<file path="config.mk">
export PLATFORM = sky130hd
export DESIGN_NAME = usrt_rx_ctrl
export DESIGN_NICKNAME = d
export VERILOG_FILES = /design/src/rtl/usrt_rx_ctrl_pkg.sv /design/src/rtl/usrt_rx_fifo.sv /design/src/rtl/usrt_rx_ctrl.sv
export SDC_FILE = /design/constraint.sdc
export NUM_CORES = 1
export LEC_CHECK = 0
export ABC_AREA = 1
export CORE_MARGIN = 1.5
export CORE_UTILIZATION = 50
export CTS_CLUSTER_DIAMETER = 150
export DETAILED_ROUTE_END_ITERATION = 10
export DONT_BUFFER_PORTS = 1
export PLACE_DENSITY = 0.62
export SLEW_MARGIN = 20
export SYNTH_ARGS = -nofsm -noshare
export SYNTH_HDL_FRONTEND = slang
export SYNTH_SLANG_ARGS = --single-unit
export TNS_END_PERCENT = 1
</file>
<file path="constraint.sdc">
create_clock -name i_Pclk -period 5.1 [get_ports i_Pclk]
set_input_delay 1.275 -clock i_Pclk [delete_from_list [all_inputs] [get_ports i_Pclk]]
set_output_delay 1.275 -clock i_Pclk [all_outputs]
set_load 0.005 [all_outputs]
</file>
<file path="src/rtl/usrt_rx_ctrl_pkg.sv">
// usrt_rx_ctrl_pkg
// Shared definitions for the USRT receive controller: frame bit positions,
// FIFO entry width, FSM state encoding and the frame check helpers.
// No ports (package).
package usrt_rx_ctrl_pkg;

    localparam int FRAME_W     = 11;
    localparam int FR_START    = 0;
    localparam int FR_DATA_LSB = 1;
    localparam int FR_DATA_MSB = 8;
    localparam int FR_PAR      = 9;
    localparam int FR_STOP     = 10;

    // FIFO entry: {parity error, data byte}
    localparam int ENTRY_W = 9;

    typedef enum logic [1:0] {
        S_IDLE  = 2'd0,
        S_CHECK = 2'd1,
        S_PUSH  = 2'd2
    } rx_state_t;

    // Framing is bad when the start bit is not 0 or the stop bit is not 1.
    function automatic logic frame_bad(input logic [FRAME_W-1:0] frame);
        return frame[FR_START] | ~frame[FR_STOP];
    endfunction

    // Parity over data bits plus the parity bit must equal the odd flag.
    function automatic logic parity_bad(input logic [FRAME_W-1:0] frame,
                                        input logic odd);
        return (^frame[FR_PAR:FR_DATA_LSB]) != odd;
    endfunction

endpackage

</file>
<file path="src/rtl/usrt_rx_fifo.sv">
// usrt_rx_fifo
// Synchronous FIFO holding received entries. Supports push and pop in the
// same cycle; a push into a full FIFO succeeds when a pop frees the slot in
// that same cycle. The head entry is held in a register so it is stable for
// the host while nothing is popped.
// Ports:
//   i_Pclk, i_Rst      clock, async active-high reset
//   i_Push, i_Wr_Data  write request and entry
//   i_Pop              read request (ignored when empty)
//   o_Rd_Data          registered head entry
//   o_Full, o_Empty    occupancy flags
//   o_Count            occupancy, 0..DEPTH
module usrt_rx_fifo
    import usrt_rx_ctrl_pkg::*;
#(
    parameter int DEPTH = 4,
    parameter int WIDTH = ENTRY_W
) (
    input  logic                     i_Pclk,
    input  logic                     i_Rst,
    input  logic                     i_Push,
    input  logic [WIDTH-1:0]         i_Wr_Data,
    input  logic                     i_Pop,
    output logic [WIDTH-1:0]         o_Rd_Data,
    output logic                     o_Full,
    output logic                     o_Empty,
    output logic [$clog2(DEPTH):0]   o_Count
);

    localparam int PTR_W = $clog2(DEPTH);
    localparam int CNT_W = PTR_W + 1;

    logic [WIDTH-1:0] mem [DEPTH];
    logic [PTR_W-1:0] wr_ptr;
    logic [PTR_W-1:0] rd_ptr;
    logic [PTR_W-1:0] rd_ptr_nxt;
    logic [CNT_W-1:0] count;
    logic             wr_en;
    logic             rd_en;

    assign o_Empty    = (count == '0);
    assign o_Full     = (count == CNT_W'(DEPTH));
    assign o_Count    = count;
    assign rd_en      = i_Pop & ~o_Empty;
    assign wr_en      = i_Push & (~o_Full | rd_en);
    assign rd_ptr_nxt = rd_en ? rd_ptr + PTR_W'(1) : rd_ptr;

    always_ff @(posedge i_Pclk or posedge i_Rst) begin
        if (i_Rst) begin
            wr_ptr    <= '0;
            rd_ptr    <= '0;
            count     <= '0;
            o_Rd_Data <= '0;
            for (int i = 0; i < DEPTH; i++) begin
                mem[i] <= '0;
            end
        end else begin
            if (wr_en) begin
                mem[wr_ptr] <= i_Wr_Data;
                wr_ptr      <= wr_ptr + PTR_W'(1);
            end
            if (rd_en) begin
                rd_ptr <= rd_ptr + PTR_W'(1);
            end
            case ({wr_en, rd_en})
                2'b10:   count <= count + CNT_W'(1);
                2'b01:   count <= count - CNT_W'(1);
                default: count <= count;
            endcase
            // Head register tracks the entry at the next read pointer. When the
            // write lands on that slot (FIFO empty after this cycle's pop),
            // bypass the memory so the new entry appears right away.
            if (wr_en && (wr_ptr == rd_ptr_nxt)) begin
                o_Rd_Data <= i_Wr_Data;
            end else begin
                o_Rd_Data <= mem[rd_ptr_nxt];
            end
        end
    end

endmodule

</file>
<file path="src/rtl/usrt_rx_ctrl.sv">
// usrt_rx_ctrl
// Receive-side frame controller. Latches each completed 11-bit frame, checks
// start/stop/parity, and queues accepted bytes (with their parity error flag)
// in a FIFO drained by the host over valid/ready. Sticky frame-error and
// overrun flags are cleared by i_Err_Clr; a coincident set wins.
// Ports:
//   i_Pclk, i_Rst                 clock, async active-high reset
//   i_Frame_Done, i_Frame         frame-complete pulse and captured frame
//   i_Enable                      receiver enable
//   o_Rx_Data, o_Rx_PErr          head byte and its parity error flag
//   o_Rx_Valid, i_Rx_Ready        host handshake
//   o_Frame_Err, o_Overrun        sticky status
//   i_Err_Clr                     clear pulse for the sticky flags
//   o_Count                       FIFO occupancy
//
// state   | meaning
// S_IDLE  | waiting for an enabled frame-done pulse
// S_CHECK | frame latched; computing framing and parity flags
// S_PUSH  | write to FIFO, or flag frame error / overrun
module usrt_rx_ctrl
    import usrt_rx_ctrl_pkg::*;
#(
    parameter int DEPTH      = 4,
    parameter bit PARITY_EN  = 1'b1,
    parameter bit PARITY_ODD = 1'b0
) (
    input  logic                   i_Pclk,
    input  logic                   i_Rst,
    input  logic                   i_Frame_Done,
    input  logic [FRAME_W-1:0]     i_Frame,
    input  logic                   i_Enable,
    output logic [7:0]             o_Rx_Data,
    output logic                   o_Rx_PErr,
    output logic                   o_Rx_Valid,
    input  logic                   i_Rx_Ready,
    output logic                   o_Frame_Err,
    output logic                   o_Overrun,
    input  logic                   i_Err_Clr,
    output logic [$clog2(DEPTH):0] o_Count
);

    rx_state_t          state;
    logic [FRAME_W-1:0] r_frame;
    logic               r_ferr;
    logic               r_perr;
    logic               fifo_full;
    logic               fifo_empty;
    logic [ENTRY_W-1:0] head;
    logic               pop;
    logic               push;
    logic               push_blocked;
    logic               new_frame;

    assign new_frame    = i_Frame_Done & i_Enable;
    assign pop          = ~fifo_empty & i_Rx_Ready;
    assign push         = (state == S_PUSH) & ~r_ferr;
    // A pop in the write cycle frees a slot, so only a full FIFO without a
    // pop blocks the write.
    assign push_blocked = fifo_full & ~pop;

    assign o_Rx_Valid = ~fifo_empty;
    assign o_Rx_Data  = head[7:0];
    assign o_Rx_PErr  = head[8];

    always_ff @(posedge i_Pclk or posedge i_Rst) begin
        if (i_Rst) begin
            state       <= S_IDLE;
            r_frame     <= '0;
            r_ferr      <= 1'b0;
            r_perr      <= 1'b0;
            o_Frame_Err <= 1'b0;
            o_Overrun   <= 1'b0;
        end else begin
            // Clear first so a set later in this block takes precedence.
            if (i_Err_Clr) begin
                o_Frame_Err <= 1'b0;
                o_Overrun   <= 1'b0;
            end
            case (state)
                S_IDLE: begin
                    if (new_frame) begin
                        r_frame <= i_Frame;
                        state   <= S_CHECK;
                    end
                end
                S_CHECK: begin
                    r_ferr <= frame_bad(r_frame);
                    r_perr <= PARITY_EN & parity_bad(r_frame, PARITY_ODD);
                    state  <= S_PUSH;
                    if (new_frame) begin
                        o_Overrun <= 1'b1;
                    end
                end
                S_PUSH: begin
                    if (r_ferr) begin
                        o_Frame_Err <= 1'b1;
                    end else if (push_blocked) begin
                        o_Overrun <= 1'b1;
                    end
                    if (new_frame) begin
                        o_Overrun <= 1'b1;
                    end
                    state <= S_IDLE;
                end
                default: state <= S_IDLE;
            endcase
        end
    end

    usrt_rx_fifo #(
        .DEPTH (DEPTH),
        .WIDTH (ENTRY_W)
    ) u_fifo (
        .i_Pclk    (i_Pclk),
        .i_Rst     (i_Rst),
        .i_Push    (push),
        .i_Wr_Data ({r_perr, r_frame[FR_DATA_MSB:FR_DATA_LSB]}),
        .i_Pop     (pop),
        .o_Rd_Data (head),
        .o_Full    (fifo_full),
        .o_Empty   (fifo_empty),
        .o_Count   (o_Count)
    );

endmodule

</file>
==> results of run 1 <==
-- worst max-delay path: stages (launching register included) --
cell and delay [ps]:
dfrtp_1 480, nor2_4 180, nand2_4 90
-- routing by layer --
metal,global-route usage (%),vias to the layer above
met5,0,-
met1,30.8,1167
met4,8.80,0
li1,-,1248
met3,4.48,10
met2,31.1,51
-- how the worst max path moves through the flow --
stage | startpoint | endpoint | slack (ps)
after floorplan | i_Rst | o_Frame_Err | 2090
after global placement | i_Rx_Ready | u_fifo.o_Rd_Data[8] | 2540
after detailed placement | i_Rx_Ready | u_fifo.o_Rd_Data[8] | 2520
after CTS | u_fifo.o_Count[0] | o_Rx_Valid | 2710
after global routing | u_fifo.o_Count[0] | o_Rx_Valid | 2670
final | u_fifo.o_Count[0] | o_Rx_Valid | 2730
-- placed cells by master, fill, tap and decap left out, types with 3 or more instances in the layout --
cell type | netlist | final
xnor2_1 | 4 | 4
nand2_1 | 111 | 111
clkbuf_8 | 0 | 10
o21ai_0 | 47 | 47
nor2_2 | 4 | 4
clkinv_2 | 0 | 4
nor2_1 | 3 | 3
xor2_1 | 6 | 6
ha_1 | 8 | 8
nand2_4 | 4 | 4
nand3_1 | 49 | 49
inv_2 | 3 | 4
mux2_2 | 9 | 9
dfrtp_1 | 69 | 69
inv_1 | 58 | 57
-- cell families (layout without fill, tap and decap cells) --
kind of cell	Yosys count	after routing	synth area share, %
xor+xnor	10	10	2.52
fa+ha+maj	9	9	3.45
flops	69	69	49.6
buf+inv	80	78	9.96
compound gates	50	50	7.52
mux	9	9	2.91
simple gates	179	179	24.0
-- power breakdown --
part | total (mW) | switching, mW | leakage [nW] | internal, mW
Sequential | 1.05 | 0.217 | 0.803 | 0.831
Combinational | 1.07 | 0.674 | 0.907 | 0.394
Clock | 0.441 | 0.205 | 0.103 | 0.236
Total | 2.56 | 1.10 | 1.81 | 1.46
-- cell type report --
class                      instances  area (µm²)
clock buffer                      11         141
tap                               80         100
inverter                          61         229
fill                             659        3100
multi-input combinational        257        1410
timing repair buffer               1        7.51
sequential                        69        1730
clock inverter                     5        50.0
-- flip-flops by register name (all words and copies together), names as in the netlist --
name,count
u_fifo.rd_ptr,2
state,2
o_Overrun,1
r_perr,1
u_fifo.o_Count,3
r_frame,11
u_fifo.wr_ptr,2
u_fifo.o_Rd_Data,9
u_fifo.mem,36
r_ferr,1
o_Frame_Err,1
-- stage by stage --
step           hold WS [ps]  setup WS, ps  instances  utilization (%)  power [mW]
3_3_place_gp            486          2540        468             51.4        2.10
2_1_floorplan           449          2090        406                -        1.92
4_1_cts                 496          2710        484             54.2        2.57
6_report                492          2730        484             54.2        2.56
3_5_place_dp            490          2520        468             51.4        2.12
5_1_grt                 522          2670        484             54.2        2.80
==> flow_summary.ini, run 1 <==
[timing]
fmax_mhz = 422
setup-tns-final_ps = 0
min_period_over_period_pct = 46.4
hold_violations = 0
slew_headroom_pct = 53.3
rsz0062_at_grt = false
setup_viol = 0
clock_skew_ps = 10.0
worst_pin_slew_ps = 700
slew_violations = 0
finalCriticalPeriod_ps = 2370

[cts]
cts_hold_buffers = 0
clock_latency_ps = 350
root_buffer = clkbuf_8
cts_made_buffers = 9
cts_tree = built
htreeDepth = 3
post_cts_buffers = 0
clk_pin_slew_worst_paths_ps = 70
clkSinkCount = 69
clk_path_buf_depth = 2
cts_resized = 0

[outcome]
outcome = finished, final reports clean

[floorplanning]
initial_core_util_pct = 51.5
boundaryPins = 32
die_width_um = 86.4
fp-row-count = 30
core_region_area_um2 = 6760
die_area_um2 = 7470
die_y_um = 86.4

[power]
power_density_nw_per_um2 = 699
peakVddDrop_mv = 0.386
p_leak_nw = 1.81

[worst_setup_path]
criticalPathCategory = reg2out
cp-start-kind = register
crit_path_end_kind = output pin
critPathMaxFanout = 4
crit_arrival_ps = 1090
crit_required_ps = 3830
r2r_cells = 9
r2r-start = u_fifo.o_Count[0]
worst-r2r-setup-slack_ps = 3080
r2r-end = u_fifo.o_Rd_Data[8]

[final_layout]
diodes = 0
drive_gt1_share_pct = 10.9
nets = 425
stdcell_area_um2 = 3660
area_growth_pct = 5.21

[yosys]
syn-instance-count = 406
yosys.area.top_type = dfrtp_1
synth.most_common_cell = nand2_1
synth_area_leaders = dfrtp_1, nand2_1, nand3_1
synth-seq-area-share_pct = 49.6
netlist.area_leader.share_pct = 49.6
yosys.cell_types.count = 27
syn_avg_cell_area_um2 = 8.57
synth_edf_count = 0
synth_ff_type = dfrtp_1
syn_area_um2 = 3480
ys.warnings.count = 0
ys_ff_latch = 69
syn-num-nets = 432
yosys-top-cells-count = nand2_1, dfrtp_1, inv_1
synthArstFlopShare_pct = 100

[global_route]
grt_overflow = 0
grt_usage_pct = 21.3
grt_pass1_wl_mm = 12.1
grt_max_degree = 45
grt_pass1_vias = 2405
antenna_found_initial = 0

[detailed_routing]
drt-vias-per-instance = 5.12
drc = 0
drt-met1-wl_mm = 3.56
top_layer = met4
via_count = 2476
drt_iter0_drc = 258
wl_per_cell_um = 14.6
antenna_left = 0
wl_met3_um = 302
dr.pass1.iters = 4
wl_mm = 7.04
wl_met2_mm = 3.06

[min_path]
hold_depth = 2
hold_class = reg2reg
hold_path_end = o_Frame_Err
min-delay-start = r_ferr

[placed_design]
gp_congestion = 0.831
placedInstanceArea_um2 = 3470
dp_hpwl_mm = 4.87
portBuffers = 0

[run]
drv_cap = 0
(Power assumes the default switching activity.)
==> run 2, diff against run 1 <==
==> constraint.sdc (replaced) <==
create_clock -name i_Pclk -period 2.3 [get_ports i_Pclk]
set_input_delay 0.575 -clock i_Pclk [delete_from_list [all_inputs] [get_ports i_Pclk]]
set_output_delay 0.575 -clock i_Pclk [all_outputs]
set_load 0.005 [all_outputs]
==> run 2 against run 1 <==
Routed wire length decreased by 0.84%. Non-clock buffer count is 4 higher. Final cell count increased by 0.83%. Combinational power rose by 120%. Clock power rose by 110%. Hold slack worse by 350 ps. Cell area up 1.1%. Critical path depth up 8.
==> flow_summary.ini, run 2 (synthesis gave the netlist of run 1 again) <==
[detailed_routing]
wl_mm = 6.99
drt_iter0_drc = 146
via_count = 2527
antenna_left = 0
dr.pass1.iters = 5
drt-vias-per-instance = 5.18
drc = 0
wl_per_cell_um = 14.3

[floorplanning]
boundaryPins = 32
fp-row-count = 30
die_width_um = 86.4
die_area_um2 = 7470
core_region_area_um2 = 6760
die_y_um = 86.4
initial_core_util_pct = 51.5

[timing]
setup_viol = 0
hold_violations = 0
finalCriticalPeriod_ps = 1880
clock_skew_ps = 8.99
worst_pin_slew_ps = 613
rsz0062_at_grt = false
fmax_mhz = 531
setup-tns-final_ps = 0
min_period_over_period_pct = 81.9
slew_violations = 0
slew_headroom_pct = 59.1

[cts]
clkSinkCount = 69
cts_made_buffers = 9
cts_hold_buffers = 0
clk_path_buf_depth = 2
post_cts_buffers = 0
htreeDepth = 3
cts_resized = 0
cts_tree = built
clk_pin_slew_worst_paths_ps = 80
root_buffer = clkbuf_8
clock_latency_ps = 340

[final_layout]
diodes = 0
fin_cells = 488
nets = 429
top_regs = u_fifo.mem (36), r_frame (11), u_fifo.o_Rd_Data (9)
stdcell_area_um2 = 3700
final_cell_mix = nand2_1, dfrtp_1, inv_1, nand3_1, o21ai_0
drive_gt1_share_pct = 11.3
top_register = u_fifo.mem
mostFrequentLayoutCell = nand2_1
largest_reg_flops = 36
area_growth_pct = 6.33

[worst_setup_path]
r2r-start = u_fifo.o_Count[0]
criticalPathCategory = reg2reg
crit_arrival_ps = 2110
crit_required_ps = 2530
max_stage_delay_ps = 470
critPathMostFrequentCell = nand2_1
crit_buf_inv = 1
cp_cell_sequence = nor2_4, nand2_4, nand3_1, nand2_1, nand2_1, nand2_1, inv_2, nand2_8, nand2_1, nand2_1
critical-path-top-delay-family = simple AND/OR/NAND/NOR gates
crit_slowest_cell = dfrtp_1
crit_start = u_fifo.o_Count[0]
r2r-end = u_fifo.o_Rd_Data[8]
r2r_cells = 10
cp-start-kind = register
worst-r2r-setup-slack_ps = 420
crit_path_end_kind = register
critPathMaxFanout = 11

[placed_design]
gp_congestion = 0.896
placedInstanceArea_um2 = 3520
portBuffers = 0
dp_hpwl_mm = 4.97
place_inst = 472

[global_route]
grt_max_degree = 48
grtUsageMet2_pct = 32.8
grt_usage_pct = 21.8
busiest_layer = met2
grt_overflow = 0
met1_usage_pct = 30.7
grt_pass1_vias = 2544
grt_pass1_wl_mm = 12.4
globalRouteMet3Util_pct = 4.29
antenna_found_initial = 0

[power]
finalPower_mw = 5.65
peakVddDrop_mv = 0.772
p_leak_nw = 1.83
power_density_nw_per_um2 = 1530

[outcome]
outcome = finished, final reports clean

[run]
drv_cap = 0

[min_path]
hold_class = in2async
-- run 2: changes by cell type in the layout (fill, tap and decap cells not counted), sizes merged --
cell	delta
clkinv	-1
buf	+4
clkinvlp	+1
inv	-1
clkbuf	+1
-- run 2: through the flow --
step	setup WS [ps]	hold WS [ps]	utilization, %
2_1_floorplan	651	449	-
3_3_place_gp	431	488	52.0
3_5_place_dp	412	493	52.0
4_1_cts	395	148	54.8
5_1_grt	245	161	54.8
6_report	416	141	54.8
-- run 2: layout make-up --
class	count	area, µm²
Clock buffer	12	135
Timing Repair Buffer	5	50.0
Inverter	61	233
Tap cell	80	100
Clock inverter	4	48.8
Multi-Input combinational cell	257	1410
Fill cell	631	3060
Sequential cell	69	1730
-- run 2: per-layer routing --
| metal | vias up | part of all wire (%) | wire length (µm) |
|---|---|---|---|
| li1 | 1257 | - | - |
| met1 | 1202 | 48 | 3340 |
| met2 | 60 | 45 | 3180 |
| met3 | 8 | 5.5 | 383 |
| met4 | 0 | 1.3 | 88 |
| met5 | - | 0 | 0 |
-- run 2: where the power goes --
group | internal (mW) | switching [mW] | leakage [nW] | total, mW
clock network | 0.501 | 0.446 | 0.0943 | 0.946
registers | 1.84 | 0.483 | 0.803 | 2.33
logic | 0.895 | 1.48 | 0.929 | 2.38
-- run 2: worst max path at each step --
stage | slack [ps] | end | cells past startpoint
after global routing | 240 | u_fifo.o_Rd_Data[8] | 10
after global placement | 430 | u_fifo.o_Rd_Data[8] | 10
after CTS | 400 | u_fifo.o_Rd_Data[8] | 10
after detailed placement | 410 | u_fifo.o_Rd_Data[8] | 10
final | 420 | u_fifo.o_Rd_Data[8] | 10
after floorplan | 650 | u_fifo.o_Count[2] | 8
